===== config.mk =====
export PLATFORM = sky130hd
export DESIGN_NAME = determinant_sequencer
export DESIGN_NICKNAME = d
export VERILOG_FILES = /design/src/rtl/determinant_sequencer.sv
export SDC_FILE = /design/constraint.sdc
export NUM_CORES = 1
export LEC_CHECK = 0
export CAP_MARGIN = 30
export CORE_AREA = 4 4 167 169
export DETAILED_ROUTE_END_ITERATION = 8
export DIE_AREA = 0 0 171 173
export PLACE_DENSITY = 0.67
export SYNTH_ARGS = -nofsm -noshare
export SYNTH_HDL_FRONTEND = slang
export SYNTH_SLANG_ARGS = --single-unit

===== constraint.sdc =====
create_clock -name clock -period 2.9 [get_ports clock]
set_clock_uncertainty 0.1 [all_clocks]
set_input_delay 0.58 -clock clock [delete_from_list [all_inputs] [get_ports clock]]
set_output_delay 0.58 -clock clock [all_outputs]
set_load 0.02 [all_outputs]

===== src/rtl/determinant_sequencer.sv =====
// Sequencer for one shared determinant ALU: request latch, settle masking, done wait, response hold.
// Optional WAIT timeout enabled by defining DET_SEQ_TIMEOUT_EN.
module determinant_sequencer #(
  parameter int MATRIX_W       = 200,
  parameter int RESULT_W       = 8,
  parameter int SETTLE_CYCLES  = 2,
  parameter int TIMEOUT_CYCLES = 64
) (
  input  logic                clock,
  input  logic                reset_n,
  input  logic                req_valid,
  output logic                req_ready,
  input  logic [MATRIX_W-1:0] req_matrix,
  input  logic [2:0]          req_size,
  input  logic                abort,
  output logic [MATRIX_W-1:0] alu_matrix,
  output logic [2:0]          alu_size,
  input  logic [RESULT_W-1:0] alu_number,
  input  logic                alu_done,
  input  logic                alu_overflow,
  output logic                resp_valid,
  input  logic                resp_ready,
  output logic [RESULT_W-1:0] resp_number,
  output logic                resp_overflow,
  output logic [1:0]          resp_error,
  output logic                busy
);

  localparam int CNT_W = $clog2(SETTLE_CYCLES + TIMEOUT_CYCLES + 1) + 1;
  localparam logic [CNT_W-1:0] SETTLE_LAST = CNT_W'(SETTLE_CYCLES - 1);
  localparam logic [1:0] ERR_OK   = 2'b00;
  localparam logic [1:0] ERR_SIZE = 2'b01;
`ifdef DET_SEQ_TIMEOUT_EN
  localparam logic [CNT_W-1:0] TIMEOUT_LAST = CNT_W'(TIMEOUT_CYCLES - 1);
  localparam logic [1:0] ERR_TIMEOUT = 2'b10;
`endif

  typedef enum logic [1:0] {
    ST_IDLE   = 2'd0,
    ST_SETTLE = 2'd1,
    ST_WAIT   = 2'd2,
    ST_RESP   = 2'd3
  } state_e;

  state_e                state_q, state_d;
  logic [CNT_W-1:0]      cnt_q, cnt_d, cnt_inc_s;
  logic [MATRIX_W-1:0]   alu_matrix_q, alu_matrix_d;
  logic [2:0]            alu_size_q, alu_size_d;
  logic                  resp_valid_q, resp_valid_d;
  logic [RESULT_W-1:0]   resp_number_q, resp_number_d;
  logic                  resp_overflow_q, resp_overflow_d;
  logic [1:0]            resp_error_q, resp_error_d;
  logic                  req_ready_q, req_ready_d;
  logic                  busy_q, busy_d;

  function automatic logic size_legal(input logic [2:0] s);
    return (s >= 3'd2) && (s <= 3'd5);
  endfunction

  assign cnt_inc_s = (&cnt_q) ? cnt_q : cnt_q + CNT_W'(1);

  // Next-state and next-output computation for the whole sequencer.
  always_comb begin
    state_d         = state_q;
    cnt_d           = cnt_q;
    alu_matrix_d    = alu_matrix_q;
    alu_size_d      = alu_size_q;
    resp_valid_d    = resp_valid_q;
    resp_number_d   = resp_number_q;
    resp_overflow_d = resp_overflow_q;
    resp_error_d    = resp_error_q;
    case (state_q)
      ST_IDLE: begin
        alu_size_d   = 3'd0;
        resp_valid_d = 1'b0;
        if (req_valid && req_ready_q) begin
          if (size_legal(req_size)) begin
            alu_matrix_d = req_matrix;
            alu_size_d   = req_size;
            cnt_d        = '0;
            state_d      = ST_SETTLE;
          end else begin
            resp_error_d    = ERR_SIZE;
            resp_number_d   = '0;
            resp_overflow_d = 1'b0;
            resp_valid_d    = 1'b1;
            state_d         = ST_RESP;
          end
        end else begin
          state_d = ST_IDLE;
        end
      end
      ST_SETTLE: begin
        // alu_done may still reflect the previous operand set here.
        if (abort) begin
          state_d      = ST_IDLE;
          alu_size_d   = 3'd0;
          resp_valid_d = 1'b0;
          cnt_d        = '0;
        end else if (cnt_q == SETTLE_LAST) begin
          state_d = ST_WAIT;
          cnt_d   = '0;
        end else begin
          cnt_d = cnt_inc_s;
        end
      end
      ST_WAIT: begin
        if (abort) begin
          state_d      = ST_IDLE;
          alu_size_d   = 3'd0;
          resp_valid_d = 1'b0;
          cnt_d        = '0;
        end else if (alu_done) begin
          resp_number_d   = alu_number;
          resp_overflow_d = alu_overflow;
          resp_error_d    = ERR_OK;
          resp_valid_d    = 1'b1;
          state_d         = ST_RESP;
        end else begin
`ifdef DET_SEQ_TIMEOUT_EN
          if (cnt_q == TIMEOUT_LAST) begin
            resp_number_d   = '0;
            resp_overflow_d = 1'b0;
            resp_error_d    = ERR_TIMEOUT;
            resp_valid_d    = 1'b1;
            state_d         = ST_RESP;
          end else begin
            cnt_d = cnt_inc_s;
          end
`else
          state_d = ST_WAIT;
`endif
        end
      end
      ST_RESP: begin
        // Abort beats the handshake: the response is treated as undelivered.
        if (abort || resp_ready) begin
          state_d      = ST_IDLE;
          alu_size_d   = 3'd0;
          resp_valid_d = 1'b0;
          cnt_d        = '0;
        end else begin
          state_d = ST_RESP;
        end
      end
      default: begin
        state_d      = ST_IDLE;
        alu_size_d   = 3'd0;
        resp_valid_d = 1'b0;
        cnt_d        = '0;
      end
    endcase
    req_ready_d = (state_d == ST_IDLE);
    busy_d      = (state_d != ST_IDLE);
  end

  // State and registered-output flops.
  always_ff @(posedge clock or negedge reset_n) begin
    if (!reset_n) begin
      state_q         <= ST_IDLE;
      cnt_q           <= '0;
      alu_matrix_q    <= '0;
      alu_size_q      <= 3'd0;
      resp_valid_q    <= 1'b0;
      resp_number_q   <= '0;
      resp_overflow_q <= 1'b0;
      resp_error_q    <= 2'b00;
      req_ready_q     <= 1'b0;
      busy_q          <= 1'b0;
    end else begin
      state_q         <= state_d;
      cnt_q           <= cnt_d;
      alu_matrix_q    <= alu_matrix_d;
      alu_size_q      <= alu_size_d;
      resp_valid_q    <= resp_valid_d;
      resp_number_q   <= resp_number_d;
      resp_overflow_q <= resp_overflow_d;
      resp_error_q    <= resp_error_d;
      req_ready_q     <= req_ready_d;
      busy_q          <= busy_d;
    end
  end

  assign req_ready     = req_ready_q;
  assign busy          = busy_q;
  assign alu_matrix    = alu_matrix_q;
  assign alu_size      = alu_size_q;
  assign resp_valid    = resp_valid_q;
  assign resp_number   = resp_number_q;
  assign resp_overflow = resp_overflow_q;
  assign resp_error    = resp_error_q;

endmodule

[After elaboration in Yosys (flattened, before gate mapping)]
Cells that the tools add are included.
Storage, ports and cells
  memories: 0
  output and inout port bits: 217
  register bits after elaboration: 227
  RAM bits: 0
  latch bits: 0
  input port bits: 218
  word-level logic and storage cells: 85
  ROM bits: 0
Cells by class
  magnitude comparators: 2
  $add $sub $neg: 1
  div/mod/pow operators: 0
  equality and inequality tests: 15
  reductions and logical operators: 14
  mux-type cells: 43
  bitwise gates (word level): 0
  $mul: 0
  shift-type cells: 0
Operators with widths (count)
  $mux 8: 11
  $pmux 8 s4: 1
  $mux 2: 10
  $ne 2x2->1 const B: 8
  $pmux 8 s2: 1
  $mux 3: 4
  $mux 1: 11
  $reduce_and 5->1: 2
  $pmux 3 s3: 1
  $add 8x1->8 const B: 1
  $eq 8x1->1 const B: 1
  $pmux 2 s4: 1
  $reduce_and 8->1: 1
  $reduce_and 3->1: 2
  $eq 2x2->1 const B: 2
  $logic_not 2->1: 2
  $ne 4x4->1 const B: 1
  $pmux 1 s4: 1
  $pmux 2 s2: 1
  $reduce_bool 2->1: 2
  $ge 3x2->1 const B: 1
  $le 3x3->1 const B: 1
  $ne 3x3->1 const B: 1
  $eq 2x1->1 const B: 1
  other kinds (6): 7

[Logic depth before layout (Yosys ltp)]
  word-level depth: 6
  mapped depth: 6
  mapped depth without buffers: 6

[Least setup slack after synthesis]
No wires, ideal clock.
  kind: input port to flip-flop
  start point: input port abort
  end point: register cnt_q[7]
  path buffers: 1
  arrival: 1.743 ns
  library setup time: 0.079 ns
  required time: 2.721 ns
  stages: 5
  setup slack: 0.977 ns
  path through: buf_4 -> nand2b_1 -> a21o_2 -> or4_1 -> mux2i_1
On the way
  word-level cells in the longest chain between the ends: 3
  elaborated cells on any way between the ends: 7
  those cells by class: eq/ne (3); mux (2); reduce/logical (2)
Ends and longest elaborated chain
  start, declared: RTL line 15  | input logic abort,
  $logic_or 1x1->1: RTL line 137  | if (abort || resp_ready) begin
  $ne 2x2->1 (no source line)
  $reduce_and 5->1 (no source line)
  end signal, assigned: RTL line 172  | cnt_q <= cnt_d;
  end, declared: RTL line 46  | logic [CNT_W-1:0] cnt_q, cnt_d, cnt_inc_s;
Several ways; a longest one is shown, not always the timed one.
A chain may end at the register's enable or synchronous reset.

[Final worst setup path]
  start point: register req_ready_q, in the netlist req_ready
  end point: output port req_ready
RTL lines
  start, declared: RTL line 53  | logic req_ready_q, req_ready_d;
  start signal, assigned: RTL line 179  | req_ready_q <= req_ready_d;
  end, declared: RTL line 12  | output logic req_ready,
No word-level cell between the ends.

==> flow_metrics.py <==
metrics = {
    "setup_path": {
        "cp_cell_sequence": "clkdlybuf4s50_1",
        "setup.worst_path.class": "register to output port",
        "r2r_slack_ps": 660,
        "crit_end": "req_ready",
        "crit_arrival_ps": 1630,
        "cp_top_family": "buffers and inverters",
        "critPathRequiredTime_ps": 2220,
        "slowest_stage": "clkdlybuf4s50_1",
        "endpoint_kind": "output port",
        "cp_max_fo": 6,
        "startpoint_type": "register",
        "max_stage_delay_ps": 650,
        "r2r-end": "alu_matrix[136]",
        "cp-startpoint": "req_ready",
        "worst_r2r_path_depth": 5,
        "cp.depth": 1,
        "rr_startpoint": "state_q[0]",
        "cp_num_buf_inv": 1,
    },
    "floorplanning": {
        "start_util_pct": 33.99,
        "die_y_um": 173,
        "die_area_um2": 29580,
        "num_rows": 60,
        "io_pins": 435,
        "die_w_um": 171,
        "fp.coreArea_um2": 26580,
    },
    "synthesis": {
        "async_flop_share_pct": 100.0,
        "ys_warn_count": 0,
        "ys_ff_latch": 226,
        "syn-num-nets": 803,
        "synth_area_um2": 9032,
        "synth-edff-count": 0,
        "syn_area_per_cell_um2": 15.63,
        "ys_seq_area_share_pct": 62.61,
        "synth_cell_types": 43,
        "synth_cells": 578,
        "ys.flop_type": "dfrtp_1",
    },
    "global_routing": {
        "gr-total-overflow": 0,
        "grt_max_degree": 119,
        "grt_usage_pct": 17.33,
        "grt_pass1_wl_um": 40340,
        "grt_pass1_vias": 6819,
        "antenna_found_initial": 1,
    },
    "power_and_ir_drop": {
        "comb_power_share_pct": 48.0,
        "pwr-share-clk_pct": 20.1,
        "swShare_pct": 34.77,
        "ir_drop_mv": 0.6151,
        "p_leak_nw": 6.131,
        "p_per_area_nw_per_um2": 1171,
        "seq_power_share_pct": 31.9,
        "netSwitchingPower_mw": 5.936,
        "internal_power_mw": 11.14,
    },
    "cts": {
        "clk_pin_slew_ps": 60,
        "cts_sinks": 226,
        "cts_buffers": 27,
        "cts.path.max_buffers": 3,
        "cts_tree": "done",
        "cts_setup_buffers": 0,
        "cts_max_level": 1,
        "clk_latency_ps": 520,
        "clock-root-buffer": "clkbuf_16",
    },
    "finish": {
        "design_area_um2": 14580,
        "final_nets": 1246,
        "final_cell_mix": "clkdlybuf4s50_1, dfrtp_1, mux2_2",
        "area_growth_pct": 61.38,
        "final_common_cell": "clkdlybuf4s50_1",
        "layout-drive-gt1-share_pct": 25.62,
        "nFillCells": 2236,
    },
    "sta": {
        "fin_setup_tns_ps": 0,
        "finalCritPeriodShare_pct": 79.49,
        "max_freq_mhz": 433.8,
        "worst_pin_slew_ps": 707.5,
        "fin_crit_ps": 2305,
        "rsz0062_at_grt": "no",
        "relSlewSlack_pct": 52.83,
        "final_max_slew_viol_count": 0,
        "finalHoldViolCount": 0,
        "setup-violations-final": 0,
    },
    "detailed_routing": {
        "vias_per_cell": 4.598,
        "drt-wirelength-per-cell_um": 19.32,
        "drc_errors": 0,
        "routed_wl_um": 26730,
        "drt_iter0_markers": 299,
        "drtAntennaViolNets": 0,
        "vias": 6364,
        "dr.pass1.iters": 4,
    },
    "place": {
        "placed_area_um2": 13640,
        "io_buffers": 433,
        "dp_hpwl_um": 19840,
        "gp_congestion": 0.7954,
    },
    "run_status": {
        "status": "finished clean",
    },
    "hold_path": {
        "min_path_type": "register to register",
    },
    "job": {
        "max_cap_violations": 0,
    },
}
## worst min path at each step
stage	to	cells past startpoint	from
after detailed placement	alu_matrix[12]	1	alu_matrix[12]
after global routing	alu_matrix[181]	1	alu_matrix[181]
after CTS	alu_matrix[60]	1	alu_matrix[60]
after global placement	alu_matrix[31]	1	alu_matrix[31]
final	alu_matrix[80]	1	alu_matrix[80]
after floorplan	alu_matrix[0]	0	reset_n
## synthesized netlist by cell type (2+ instances only)
| cell type | instances | area share (%) |
|---|---|---|
| dfrtp_1 | 226 | 63 |
| buf_2 | 3 | 0.17 |
| a21oi_1 | 5 | 0.28 |
| or4_1 | 2 | 0.17 |
| nand3_1 | 6 | 0.33 |
| mux2i_1 | 10 | 1.1 |
| o211ai_1 | 2 | 0.17 |
| a31oi_1 | 3 | 0.21 |
| nor3b_1 | 3 | 0.25 |
| nand4_1 | 4 | 0.28 |
| nor2_1 | 6 | 0.25 |
| buf_6 | 21 | 2.6 |
| o21ai_0 | 5 | 0.28 |
| nor2b_1 | 2 | 0.14 |
| nor3_1 | 2 | 0.11 |
| nand2b_1 | 2 | 0.14 |
| inv_1 | 19 | 0.79 |
| mux2_2 | 206 | 26 |
| buf_4 | 2 | 0.17 |
| a21o_1 | 3 | 0.25 |
| ha_1 | 7 | 0.97 |
| a211oi_1 | 4 | 0.33 |
| nand2_1 | 15 | 0.62 |
## flip-flops by register name (all words and copies together), names as in the netlist
signal,flops
alu_matrix,200
cnt_q,8
resp_number,8
alu_size,3
state_q,2
busy,1
req_ready,1
resp_error,1
resp_overflow,1
resp_valid,1
## power by group through the flow
stage          logic [mW]  clock network, mW  registers (mW)
5_1_grt              8.65               3.68            5.63
6_report             8.20               3.43            5.44
4_1_cts              8.34               3.56            5.45
2_1_floorplan        2.33                  0            7.36
3_3_place_gp         8.23                  0            5.44
3_5_place_dp         8.31                  0            5.50
## routing by layer
metal | global-route usage, % | part of all wire (%) | vias up
met5 | 0 | 0 | -
li1 | - | - | 2933
met3 | 4.161 | 6.6 | 61
met4 | 6.174 | 4.0 | 0
met1 | 19.78 | 37 | 3159
met2 | 31.30 | 52 | 211
## kinds of logic (layout without fill, tap and decap cells)
| kind of cell | after synthesis | count (layout) | synth area share (%) |
|---|---|---|---|
| simple gates | 48 | 48 | 3.020 |
| flops | 226 | 226 | 62.61 |
| other cells | 1 | 2 | 0.04152 |
| compound gates | 33 | 33 | 2.604 |
| fa+ha+maj | 7 | 7 | 0.9696 |
| buf+inv | 46 | 510 | 3.782 |
| xor+xnor | 1 | 1 | 0.1801 |
| mux | 216 | 216 | 26.79 |
## stage by stage
| step | power, mW | instances | hold WS, ps | util [%] | setup slack [ps] |
|---|---|---|---|---|---|
| 6_report | 17.07 | 1384 | 401.0 | 54.85 | 594.8 |
| 3_3_place_gp | 13.67 | 1332 | 386.9 | 51.34 | 144.4 |
| 3_5_place_dp | 13.80 | 1332 | 391.7 | 51.34 | 127.9 |
| 5_1_grt | 17.96 | 1384 | 410.3 | 54.85 | 528.9 |
| 2_1_floorplan | 9.696 | 578 | 184.4 | - | 977.3 |
| 4_1_cts | 17.35 | 1383 | 404.7 | 54.84 | 564.4 |
## final cells by class
type	count	area, um^2	area share, %
multi-input cells	306	3035	20.82
inverters	19	71.32	0.4893
repair buffers	441	4464	30.63
clock inverters	10	116.4	0.7983
well taps	341	426.7	2.927
diodes	1	2.502	0.01717
flip-flops and latches	226	5655	38.80
clock buffers	40	804.5	5.519
## what timing repair did
item                                   in CTS  in global routing
resized for setup                           0                  0
hold buffers                                1                  0
endpoints found under the hold margin      59                  0
Power figures use the tool's default switching activity.
